File: config.mk
export PLATFORM = sky130hd
export DESIGN_NAME = uart_tx
export DESIGN_NICKNAME = d
export VERILOG_FILES = /design/src/rtl/uart_pkg.sv /design/src/rtl/uart_baud_tick.sv /design/src/rtl/uart_tx.sv
export SDC_FILE = /design/constraint.sdc
export NUM_CORES = 1
export LEC_CHECK = 0
export ABC_AREA = 1
export BUFFER_PORTS_ARGS = -buffer_cell sky130_fd_sc_hd__buf_2
export CAP_MARGIN = 25
export CORE_MARGIN = 3
export CORE_UTILIZATION = 35
export DETAILED_ROUTE_END_ITERATION = 16
export HOLD_SLACK_MARGIN = 0.08
export PLACE_DENSITY = 0.58
export SYNTH_ARGS = -nofsm -noshare
export SYNTH_HDL_FRONTEND = slang
export SYNTH_SLANG_ARGS = --single-unit
export TNS_END_PERCENT = 1
File: constraint.sdc
create_clock -name clk_i -period 1.9 [get_ports clk_i]
set_clock_uncertainty 0.1 [all_clocks]
set_input_delay 0.38 -clock clk_i [delete_from_list [all_inputs] [get_ports clk_i]]
set_output_delay 0.38 -clock clk_i [all_outputs]
set_load 0.01 [all_outputs]
File: src/rtl/uart_pkg.sv
// Shared UART definitions: FSM state encoding and the bit-period helper,
// used by both the transmitter and the receiver.
package uart_pkg;

  typedef enum logic [2:0] {
    ST_IDLE   = 3'd0,
    ST_START  = 3'd1,
    ST_DATA   = 3'd2,
    ST_PARITY = 3'd3,
    ST_STOP   = 3'd4
  } uart_state_e;

  // Clocks per line bit, truncated toward zero.
  function automatic int cycles_per_bit(input int clk_hz, input int baud);
    return clk_hz / baud;
  endfunction

endpackage

File: src/rtl/uart_baud_tick.sv
// Bit-period counter: one-clock tick every p_cycles_per_bit clocks while
// enabled; held at zero while disabled so each frame starts on a fresh period.
module uart_baud_tick #(
  parameter int p_cycles_per_bit = 10
) (
  input  logic clk_i,
  input  logic rst_i,
  input  logic enable_i,
  output logic tick_o
);

  localparam int CW = $clog2(p_cycles_per_bit) + 1;
  localparam logic [CW-1:0] LAST = CW'(p_cycles_per_bit - 1);

  logic [CW-1:0] cnt_q;

  always_ff @(posedge clk_i or posedge rst_i) begin
    if (rst_i) begin
      cnt_q <= '0;
    end else if (!enable_i || cnt_q == LAST) begin
      cnt_q <= '0;
    end else begin
      cnt_q <= cnt_q + 1'b1;
    end
  end

  assign tick_o = enable_i && (cnt_q == LAST);

endmodule

File: src/rtl/uart_tx.sv
// UART transmitter: 8 data bits LSB first, optional parity, registered tx_o.
// Define UART_TX_STOP2_EN to send two stop bits instead of one.
module uart_tx
  import uart_pkg::*;
#(
  parameter int p_clk_speed_hz = 50_000_000,
  parameter int p_baud_rate    = 9_600
) (
  input  logic       clk_i,
  input  logic       rst_i,
  input  logic       enable_i,
  input  logic [7:0] data_i,
  input  logic       valid_i,
  output logic       ready_o,
  input  logic       parity_en_i,
  input  logic       parity_sel_i,
  output logic       tx_o,
  output logic       busy_o,
  output logic       done_o
);

  localparam int CYCLES_PER_BIT = cycles_per_bit(p_clk_speed_hz, p_baud_rate);

`ifdef UART_TX_STOP2_EN
  localparam logic [2:0] LAST_STOP = 3'd1;
`else
  localparam logic [2:0] LAST_STOP = 3'd0;
`endif

  uart_state_e state_q, state_d;
  logic [2:0]  bit_cnt_q, bit_cnt_d;
  logic [7:0]  shreg_q;
  logic        par_en_q, par_bit_q;
  logic        tx_q, done_q;
  logic        line_bit, finish, tick, load;

  assign ready_o = enable_i && (state_q == ST_IDLE);
  assign busy_o  = (state_q != ST_IDLE);
  assign load    = ready_o && valid_i;
  assign tx_o    = tx_q;
  assign done_o  = done_q;

  uart_baud_tick #(
    .p_cycles_per_bit(CYCLES_PER_BIT)
  ) u_baud (
    .clk_i   (clk_i),
    .rst_i   (rst_i),
    .enable_i(busy_o),
    .tick_o  (tick)
  );

  always_ff @(posedge clk_i or posedge rst_i) begin
    if (rst_i) begin
      state_q   <= ST_IDLE;
      bit_cnt_q <= '0;
      tx_q      <= 1'b1;
      done_q    <= 1'b0;
    end else begin
      state_q   <= state_d;
      bit_cnt_q <= bit_cnt_d;
      tx_q      <= line_bit;
      done_q    <= finish;
    end
  end

  // Frame fields are captured at the transfer so the source may move on at once.
  always_ff @(posedge clk_i or posedge rst_i) begin
    if (rst_i) begin
      shreg_q   <= '0;
      par_en_q  <= 1'b0;
      par_bit_q <= 1'b0;
    end else if (load) begin
      shreg_q   <= data_i;
      par_en_q  <= parity_en_i;
      par_bit_q <= parity_sel_i ? ^data_i : ~^data_i;
    end else if (state_q == ST_DATA && tick) begin
      shreg_q <= {1'b0, shreg_q[7:1]};
    end
  end

  // line_bit is the level of the current state; tx_q shows it one clock later,
  // which also lines done_o up with the last cycle of the stop bit on the wire.
  always_comb begin
    state_d   = state_q;
    bit_cnt_d = bit_cnt_q;
    line_bit  = 1'b1;
    finish    = 1'b0;
    case (state_q)
      ST_IDLE: begin
        bit_cnt_d = '0;
        if (load) state_d = ST_START;
      end
      ST_START: begin
        line_bit = 1'b0;
        if (tick) begin
          state_d   = ST_DATA;
          bit_cnt_d = '0;
        end
      end
      ST_DATA: begin
        line_bit = shreg_q[0];
        if (tick) begin
          if (bit_cnt_q == 3'd7) begin
            state_d   = par_en_q ? ST_PARITY : ST_STOP;
            bit_cnt_d = '0;
          end else begin
            bit_cnt_d = bit_cnt_q + 3'd1;
          end
        end
      end
      ST_PARITY: begin
        line_bit = par_bit_q;
        if (tick) begin
          state_d   = ST_STOP;
          bit_cnt_d = '0;
        end
      end
      ST_STOP: begin
        line_bit = 1'b1;
        if (tick) begin
          if (bit_cnt_q == LAST_STOP) begin
            state_d   = ST_IDLE;
            bit_cnt_d = '0;
            finish    = 1'b1;
          end else begin
            bit_cnt_d = bit_cnt_q + 3'd1;
          end
        end
      end
      default: begin
        state_d   = ST_IDLE;
        bit_cnt_d = '0;
        line_bit  = 1'b1;
      end
    endcase
  end

endmodule

# Word level (Yosys, flattened, before mapping)
# Cells that the tools add are included.
# W data, S select, Z words.
[totals]
register_bits = 32
latch_bits = 0
mem_bits_rw = 0
mem_bits_ro = 0
output_inout_bits = 4
elab_cells = 62
n_memories = 0
[op_classes]
addsub = 2
n_mul = 0
div_mod_pow = 0
magnitude_cmp = 0
n_eq_ne = 14
shift = 0
n_mux = 23
n_bitwise = 0
reduce_logical = 15
[op_table]
columns = ["operator", "count"]
rows = [
  ["$mux W3", 13],
  ["$mux W8", 2],
  ["$pmux W3 S5", 1],
  ["$add A14 B1 Y14 const B", 1],
  ["$eq A14 B13 Y1 const B", 1],
  ["$mux W14", 1],
  ["$ne A2 B2 Y1 const B", 6],
  ["$pmux W3 S3", 1],
  ["$reduce_xnor A8 Y1", 1],
  ["$reduce_xor A8 Y1", 1],
  ["$reduce_and A7 Y1", 1],
  ["$eq A3 B2 Y1 const B", 2],
  ["$eq A3 B3 Y1 const B", 2],
  ["$logic_not A3 Y1", 2],
  ["$logic_and A1 B1 Y1", 4],
  ["$mux W1", 4],
  ["$ne A2 B1 Y1 const B", 2],
  ["$add A3 B1 Y3 const B", 1],
  ["$eq A3 B1 Y1 const B", 1],
  ["$pmux W1 S3", 1],
  ["$reduce_and A3 Y1", 1],
  ["$reduce_bool A3 Y1", 1],
  ["$reduce_bool A2 Y1", 1],
  ["$reduce_or A2 Y1", 1],
  ["2 further kinds", 2],
]

# Depth between registers and ports, before layout
# Gate-level depths: netlist of run 1.
[logic_depth]
ltp_word = 5
ltp_mapped = 9
depth_no_buf = 9

# Modules after synthesis
# A second synthesis of run 1 with hierarchy kept.
[hier_totals]
cells_unflattened = 262
area_unflattened_um2 = 1946.9
[by_module_without_submodules]
columns = ["module", "n_inst", "cells_per_inst", "area_each_um2"]
rows = [
  ["uart_tx", 1, 148, 1116.1],
  ["uart_baud_tick", 1, 114, 830.8],
]

# Worst setup path after synthesis of run 1
# Ideal clock, no wire load.
[synth_timing]
kind = "reg2reg"
startpoint = "register u_baud.cnt_q[0]"
endpoint = "register u_baud.cnt_q[8]"
setup_time_ps = 86
t_arrival_ps = 1318
slack_ps = 396
path_stages_with_launch = 8
path_buffers = 1
cell_sequence = "dfrtp_1 -> ha_1 -> nand2_1 -> nor2_2 -> nand2_4 -> nand2_1 -> buf_4 -> nor3_1"
[synth_via]
elab_chain_cells = 3
[synth_rtl]
columns = ["item", "line", "source"]
rows = [
  ["start: declaration", "uart_baud_tick.sv:15", "logic [CW-1:0] cnt_q;"],
  ["start signal: assignment", "uart_baud_tick.sv:23", "cnt_q <= cnt_q + 1'b1;"],
  ["branches (longest 2 deep; another with $add A14 B1 Y14)", "n/a", ""],
  ["$mux W14 (*)", "uart_baud_tick.sv:20", "end else if (!enable_i || cnt_q == LAST) begin"],
]
# Mark *: on every way between the ends.
# A chain may end at the register's enable or synchronous reset.

# Worst setup path in the final report of run 1
[layout_timing]
startpoint = "register state_q[1]"
endpoint = "output port ready_o"
[layout_via]
elab_chain_cells = 2
[layout_rtl]
columns = ["item", "line", "source"]
rows = [
  ["start: declaration", "uart_tx.sv:30", "uart_state_e state_q, state_d;"],
  ["start signal: assignment", "uart_tx.sv:59", "state_q <= state_d;"],
  ["$logic_not A3 Y1", "uart_tx.sv:37", "assign ready_o = enable_i && (state_q == ST_IDLE);"],
  ["$logic_and A1 B1 Y1", "uart_tx.sv:37", ""],
  ["end: declaration", "uart_tx.sv:14", "output logic ready_o,"],
]
# No other way between the ends.

==> reports/qor.yml, run 1 <==
status: "complete, no violations"
slowest_delay_ns: 0.46
setup_viol_count_final: 0
syn-cell-area_um2: 1960
postCtsSetupBuffers: 0
num-fill-cells: 578
fp-row-count: 26
dp_hpwl_um: 3050
wirelength_um: 4030
antenna_cells: 0
fp.dieW_um: 80.9
period_minus_slack_ns: 1.77
final_nets: 314
grt-ovfl-total: 0
gp_congestion: 0.804
core_um2: 5270
antenna_found_initial: 0
area_delta_synth_final_pct: 14.5
synthCells: 273
yosys_warnings: 0
io_pins: 18
clockBufferDepth: 2
die_area_um2: 6540
wl_per_cell_um: 11.0
io_buffers: 17
post-route-util_pct: 42.6
vdd_drop_max_mv: 0.276
cts.repair.resized: 0
grt_pass1_vias: 1678
numCtsBuffers: 5
placed_cells: 359
required_ns: 1.42
ys_seq_area_share_pct: 40.9
crit_buf_inv: 1
postLayoutCellArea_um2: 2250
clock_sinks: 32
cp_cell_sequence: "nor2_4 > nand2_4 > nor2_4 > buf_2"
ant_nets: 0
cts_tree: "yes"
final_cell_count_no_fill: 367
hp-class: "input pin to asynchronous set/reset pin"
cp_slowest_cell: "dfrtp_1"
maxCapViolCount: 0
setup_slack_ns: 0.133
grt_pass1_wl_um: 7360
drtPass1Iterations: 4
cpMostUsedCell: "nor2_4"
grt_max_degree: 33
avgViaCountPerCell: 4.75
p_per_area_nw_per_um2: 662
crit_family: "flip-flops"
leakagePower_uw: 0.00118
drc: 0
synth.distinct_cells: 25
grt_use_total_pct: 14.3
syn_nets: 291
setup_tns_ns: 0
slew_headroom_pct: 73.2
drv_slew: 0
period_share_pct: 93.0
pre_cts_slack_ns: 0.129
cp.arrival_ns: 1.29
clock-root-buffer: "clkbuf_8"
syn_avg_cell_area_um2: 7.19
drive_above_1_share_pct: 15.5
placed_cell_area_um2: 2120
fmax_ghz: 0.566
clk_pin_slew_ns: 0.07
synth_seq_cells: 32
hold_buffers: 0
critPathLaunchType: "flop"
clk_latency_ns: 0.28
fp.dieH_um: 80.9
vias: 1744
worst_pin_slew_ns: 0.402
hold_violations: 0
rsz0062_at_grt: "false"
ctsHtreeMaxLevel: 2
end_kind: "primary output"
crit_fanout: 9
initial_core_util_pct: 37.2
critical_path_class: "flop to primary output"
first_iter_violations: 146
## path summary, 6_finish.rpt
kind                                  from         endpoint  slack [ns]  cells past startpoint
setup / recovery                state_q[1]          ready_o        0.13                      4
hold / removal                       rst_i  u_baud.cnt_q[4]        0.08                      3
setup reg to reg           u_baud.cnt_q[0]  u_baud.cnt_q[2]        0.14                      6
hold reg to reg            u_baud.cnt_q[0]  u_baud.cnt_q[0]        0.37                      1
max in group asynchronous            rst_i             tx_o        1.30                      3
min in group clk_i             parity_en_i         par_en_q        0.21                      3
## metal layers
metal,GRT usage (%),up-vias,share of wire [%]
met3,3.44,2,3.2
met5,0,-,0
li1,-,925,-
met2,23.4,21,46
met4,4.56,0,0.97
met1,18.4,796,50
## logic make-up after synthesis
logic type / Yosys count / share of synthesized area [%]
buffers and inverters: 38 / 8.23
flip-flops: 32 / 40.9
AND/OR/NAND/NOR: 174 / 40.7
AO/OA/AOI/OAI: 22 / 6.31
XOR/XNOR: 3 / 1.34
adder cells (fa/ha/maj): 4 / 2.55
## Yosys cell counts (all sizes together)
master	number	area, um^2
a21oi	6	30.0
buf	3	30.0
dfrtp	31	776
dfstp	1	26.3
ha	4	50.1
inv	35	131
nand2	87	357
nand3	36	185
nand4	8	50.1
nor2	28	125
nor3	12	60.1
nor3b	2	15.0
o211ai	1	7.51
o21ai	15	86.3
or2	1	6.26
xnor2	1	8.76
xor2	2	17.5
## power breakdown
part | switching (uW) | internal [uW] | total, uW
Clock | 247 | 463 | 709
Combinational | 50.6 | 31.7 | 82.4
Sequential | 4.96 | 691 | 696
## state kept, by name, summed over array words and instances, names as in the netlist
signal and count:
bit_cnt_q 3, done_o 1, par_bit_q 1, par_en_q 1, shreg_q 8, state_q 3, tx_o 1, u_baud.cnt_q 14
## tightest hold or removal path: cells and delay by family
| family | cells | cell delay (ns) |
|---|---|---|
| buf+inv | 3 | 0.49 |
## final cells by class
cell class / count / area [um^2] / share of cell area, %
multi-input cells: 203 / 998 / 44.5
flip-flops and latches: 32 / 802 / 35.7
inverters: 35 / 131 / 5.85
repair buffers: 19 / 100 / 4.46
clock buffers: 7 / 96.3 / 4.29
well taps: 70 / 87.6 / 3.90
clock inverters: 1 / 30.0 / 1.34
## cell usage in the layout (no fill, tap or decap)
cell and count:
inv_1 28, o211ai_1 1, o21ai_1 10, dfrtp_1 31
inv_2 7, nand2_4 4, xnor2_1 1, nand3_2 1
nand4_1 8, o21ai_4 1, nor3b_1 2, o21ai_0 4
a21oi_1 6, xor2_1 2, nand3_1 35, nor3_1 12
buf_2 17, nor2_2 2, buf_4 2, nor2_1 24
nor2_4 2, ha_1 4, dfstp_2 1, or2_2 1
nand2_1 83, clkbuf_8 7, bufinv_16 1
## metrics by stage
| stage | hold slack, ns | total power [uW] |
|---|---|---|
| floorplan | 0.331 | 761 |
| global placement | 0.346 | 791 |
| detailed placement | 0.356 | 793 |
| CTS | 0.0968 | 1510 |
| global route | 0.116 | 1560 |
| finish | 0.0813 | 1490 |
Power figures use the tool's default switching activity.
==> inputs of run 2 (changes only) <==
--- a/config.mk
+++ b/config.mk
@@ -8,6 +8,7 @@
 export ABC_AREA = 1
 export BUFFER_PORTS_ARGS = -buffer_cell sky130_fd_sc_hd__buf_2
 export CAP_MARGIN = 25
+export CORE_ASPECT_RATIO = 1.5
 export CORE_MARGIN = 3
 export CORE_UTILIZATION = 35
 export DETAILED_ROUTE_END_ITERATION = 16
==> run 2 against run 1 <==
Against the previous run:
- non-clock buffer count stayed put
- combinational power is 0.7% higher
- total power is 14% lower
- sequential share of layout area is 0.73 points higher
- largest cell class unchanged
- highest routed layer unchanged
==> reports/qor.yml, run 2 (synthesis gave the netlist of run 1 again) <==
num-fill-cells: 571  # -1.2%
cts_tree: "yes"
grt_use_total_pct: 14.4  # +0.16 points
largest_reg_flops: 14  # unchanged
ant_nets: 0  # unchanged
gp_congestion: 0.853  # +6.0%
cts.repair.resized: 0  # unchanged
drc: 0  # unchanged
p_switching_uw: 305  # +0.83%
antenna_cells: 0  # unchanged
p_clk_share_pct: 39.4  # -8.3 points
ctsHtreeMaxLevel: 2  # unchanged
clock-root-buffer: "clkbuf_8"
slowest_delay_ns: 0.46  # about the same
largest_registers: "u_baud.cnt_q (14), shreg_q (8)"
leakagePower_uw: 0.00116  # -1.9%
r2r_cells: 6  # unchanged
cpMostUsedCell: "nor2_4"
fp.dieH_um: 97.7  # +21%
fp.dieW_um: 67.1  # -17%
grt_pass1_vias: 1724  # +2.7%
crit_buf_inv: 1  # unchanged
numCtsBuffers: 5  # unchanged
grt_pass1_wl_um: 7480  # +1.7%
cp_cell_sequence: "nor2_4 > nand2_4 > nor2_4 > buf_2"
wirelength_um: 4180  # +3.7%
crit_fanout: 9  # unchanged
antenna_found_initial: 0  # unchanged
fmax_ghz: 0.562  # -0.63%
p_seq_share_pct: 54.2  # +7.4 points
setup_tns_ns: 0  # unchanged
post-route-util_pct: 41.6  # -0.97 points
hold_violations: 0  # unchanged
clock_sinks: 32  # unchanged
period_minus_slack_ns: 1.78  # +0.0113 ns
core_um2: 5290  # +0.29%
vias: 1780  # +2.1%
io_buffers: 17  # unchanged
final_nets: 314  # unchanged
internal_power_uw: 979  # -17%
maxCapViolCount: 0  # unchanged
final_common_cell: "nand2_1"
reg2reg_from: "u_baud.cnt_q[0]"
critical_path_class: "flop to primary output"
fp-row-count: 32  # +23%
multiInputGateArea_um2: 1000  # +0.25%
placed_cell_area_um2: 2120  # -0.12%
die_area_um2: 6560  # +0.28%
final_cell_mix: "nand2_1, nand3_1, dfrtp_1, inv_1, nor2_1"
grt_max_degree: 33  # unchanged
critPathLaunchType: "flop"
avgViaCountPerCell: 4.88  # +2.6%
end_kind: "primary output"
clockBufferDepth: 2  # unchanged
cp.arrival_ns: 1.30  # about the same
first_iter_violations: 77  # -47%
crit_family: "flip-flops"
startpoint: "state_q[1]"
comb_power_share_pct: 6.5  # +1.0 points
io_pins: 18  # unchanged
period_share_pct: 93.6  # +0.59 points
p_per_area_nw_per_um2: 583  # -12%
grt-ovfl-total: 0  # unchanged
regArea_um2: 802  # unchanged
clk_pin_slew_ns: 0.07  # about the same
area_delta_synth_final_pct: 12.2
dp_hpwl_um: 3230  # +6.2%
cp.depth: 4  # unchanged
initial_core_util_pct: 37.1  # -0.11 points
wl_per_cell_um: 11.4  # +4.2%
postLayoutCellArea_um2: 2200  # -2.0%
postCtsSetupBuffers: 0  # unchanged
required_ns: 1.42  # about the same
drv_slew: 0  # unchanged
hp-class: "input pin to asynchronous set/reset pin"
hold_buffers: 0  # unchanged
status: "complete, no violations"
vdd_drop_max_mv: 0.289  # +4.7%
slew_headroom_pct: 72.0  # -1.2 points
drive_above_1_share_pct: 15.2  # -0.34 points
regMostFlops: "u_baud.cnt_q"
clk_latency_ns: 0.28  # about the same
rsz0062_at_grt: "false"
switching_share_pct: 23.7  # +3.4 points
setup_viol_count_final: 0  # unchanged
worst_pin_slew_ns: 0.417  # +0.0145 ns
cp_slowest_cell: "dfrtp_1"
drtPass1Iterations: 4  # unchanged
run 2: cell count changes in the layout (fill, tap and decap cells not counted), sizes merged:
cell / delta
bufinv: -1
clkinv: +1
run 2: power groups by stage:
stage / clock [uW] / combinational, uW / sequential (uW)
2_1_floorplan: 0 / 53.8 / 707
3_3_place_gp: 0 / 82.9 / 708
3_5_place_dp: 0 / 86.1 / 708
4_1_cts: 516 / 85.4 / 696
6_report: 505 / 83.0 / 696
5_1_grt: 540 / 100 / 697
run 2: tightest hold or removal path, cell delays in order:
cell and delay, ns:
buf_2 0.10, inv_1 0.04, buf_4 0.36
run 2: layout make-up:
class,count,area share (%)
clock inverter,1,0.227
sequential,32,36.4
timing repair buffer,19,4.55
multi-input combinational,203,45.5
tap,68,3.87
inverter,35,5.97
clock buffer,7,3.47
run 2: per-layer routing:
metal  vias up  part of all wire [%]  global-route usage (%)
li1        924                     -                       -
met1       818                    43                    17.4
met2        31                    52                    25.0
met3         7                   4.1                    3.24
met4         0                   1.2                    3.75
met5         -                     0                       0
run 2: stage by stage:
stage          power [uW]  hold slack [ns]  std cells  setup WS [ns]
3_3_place_gp          791            0.345        357          0.212
6_report             1280           0.0730        365          0.122
4_1_cts              1300           0.0949        365          0.113
3_5_place_dp          794            0.359        357          0.141
2_1_floorplan         761            0.331        273          0.396
5_1_grt              1340            0.129        365         0.0187
run 2: final timing paths:
| kind | slack, ns | end |
|---|---|---|
| setup / recovery | 0.12 | ready_o |
| hold / removal | 0.07 | u_baud.cnt_q[10] |
| setup reg to reg | 0.19 | shreg_q[0] |
| hold reg to reg | 0.37 | u_baud.cnt_q[0] |
| max in group asynchronous | 1.29 | tx_o |
| min in group clk_i | 0.22 | par_en_q |
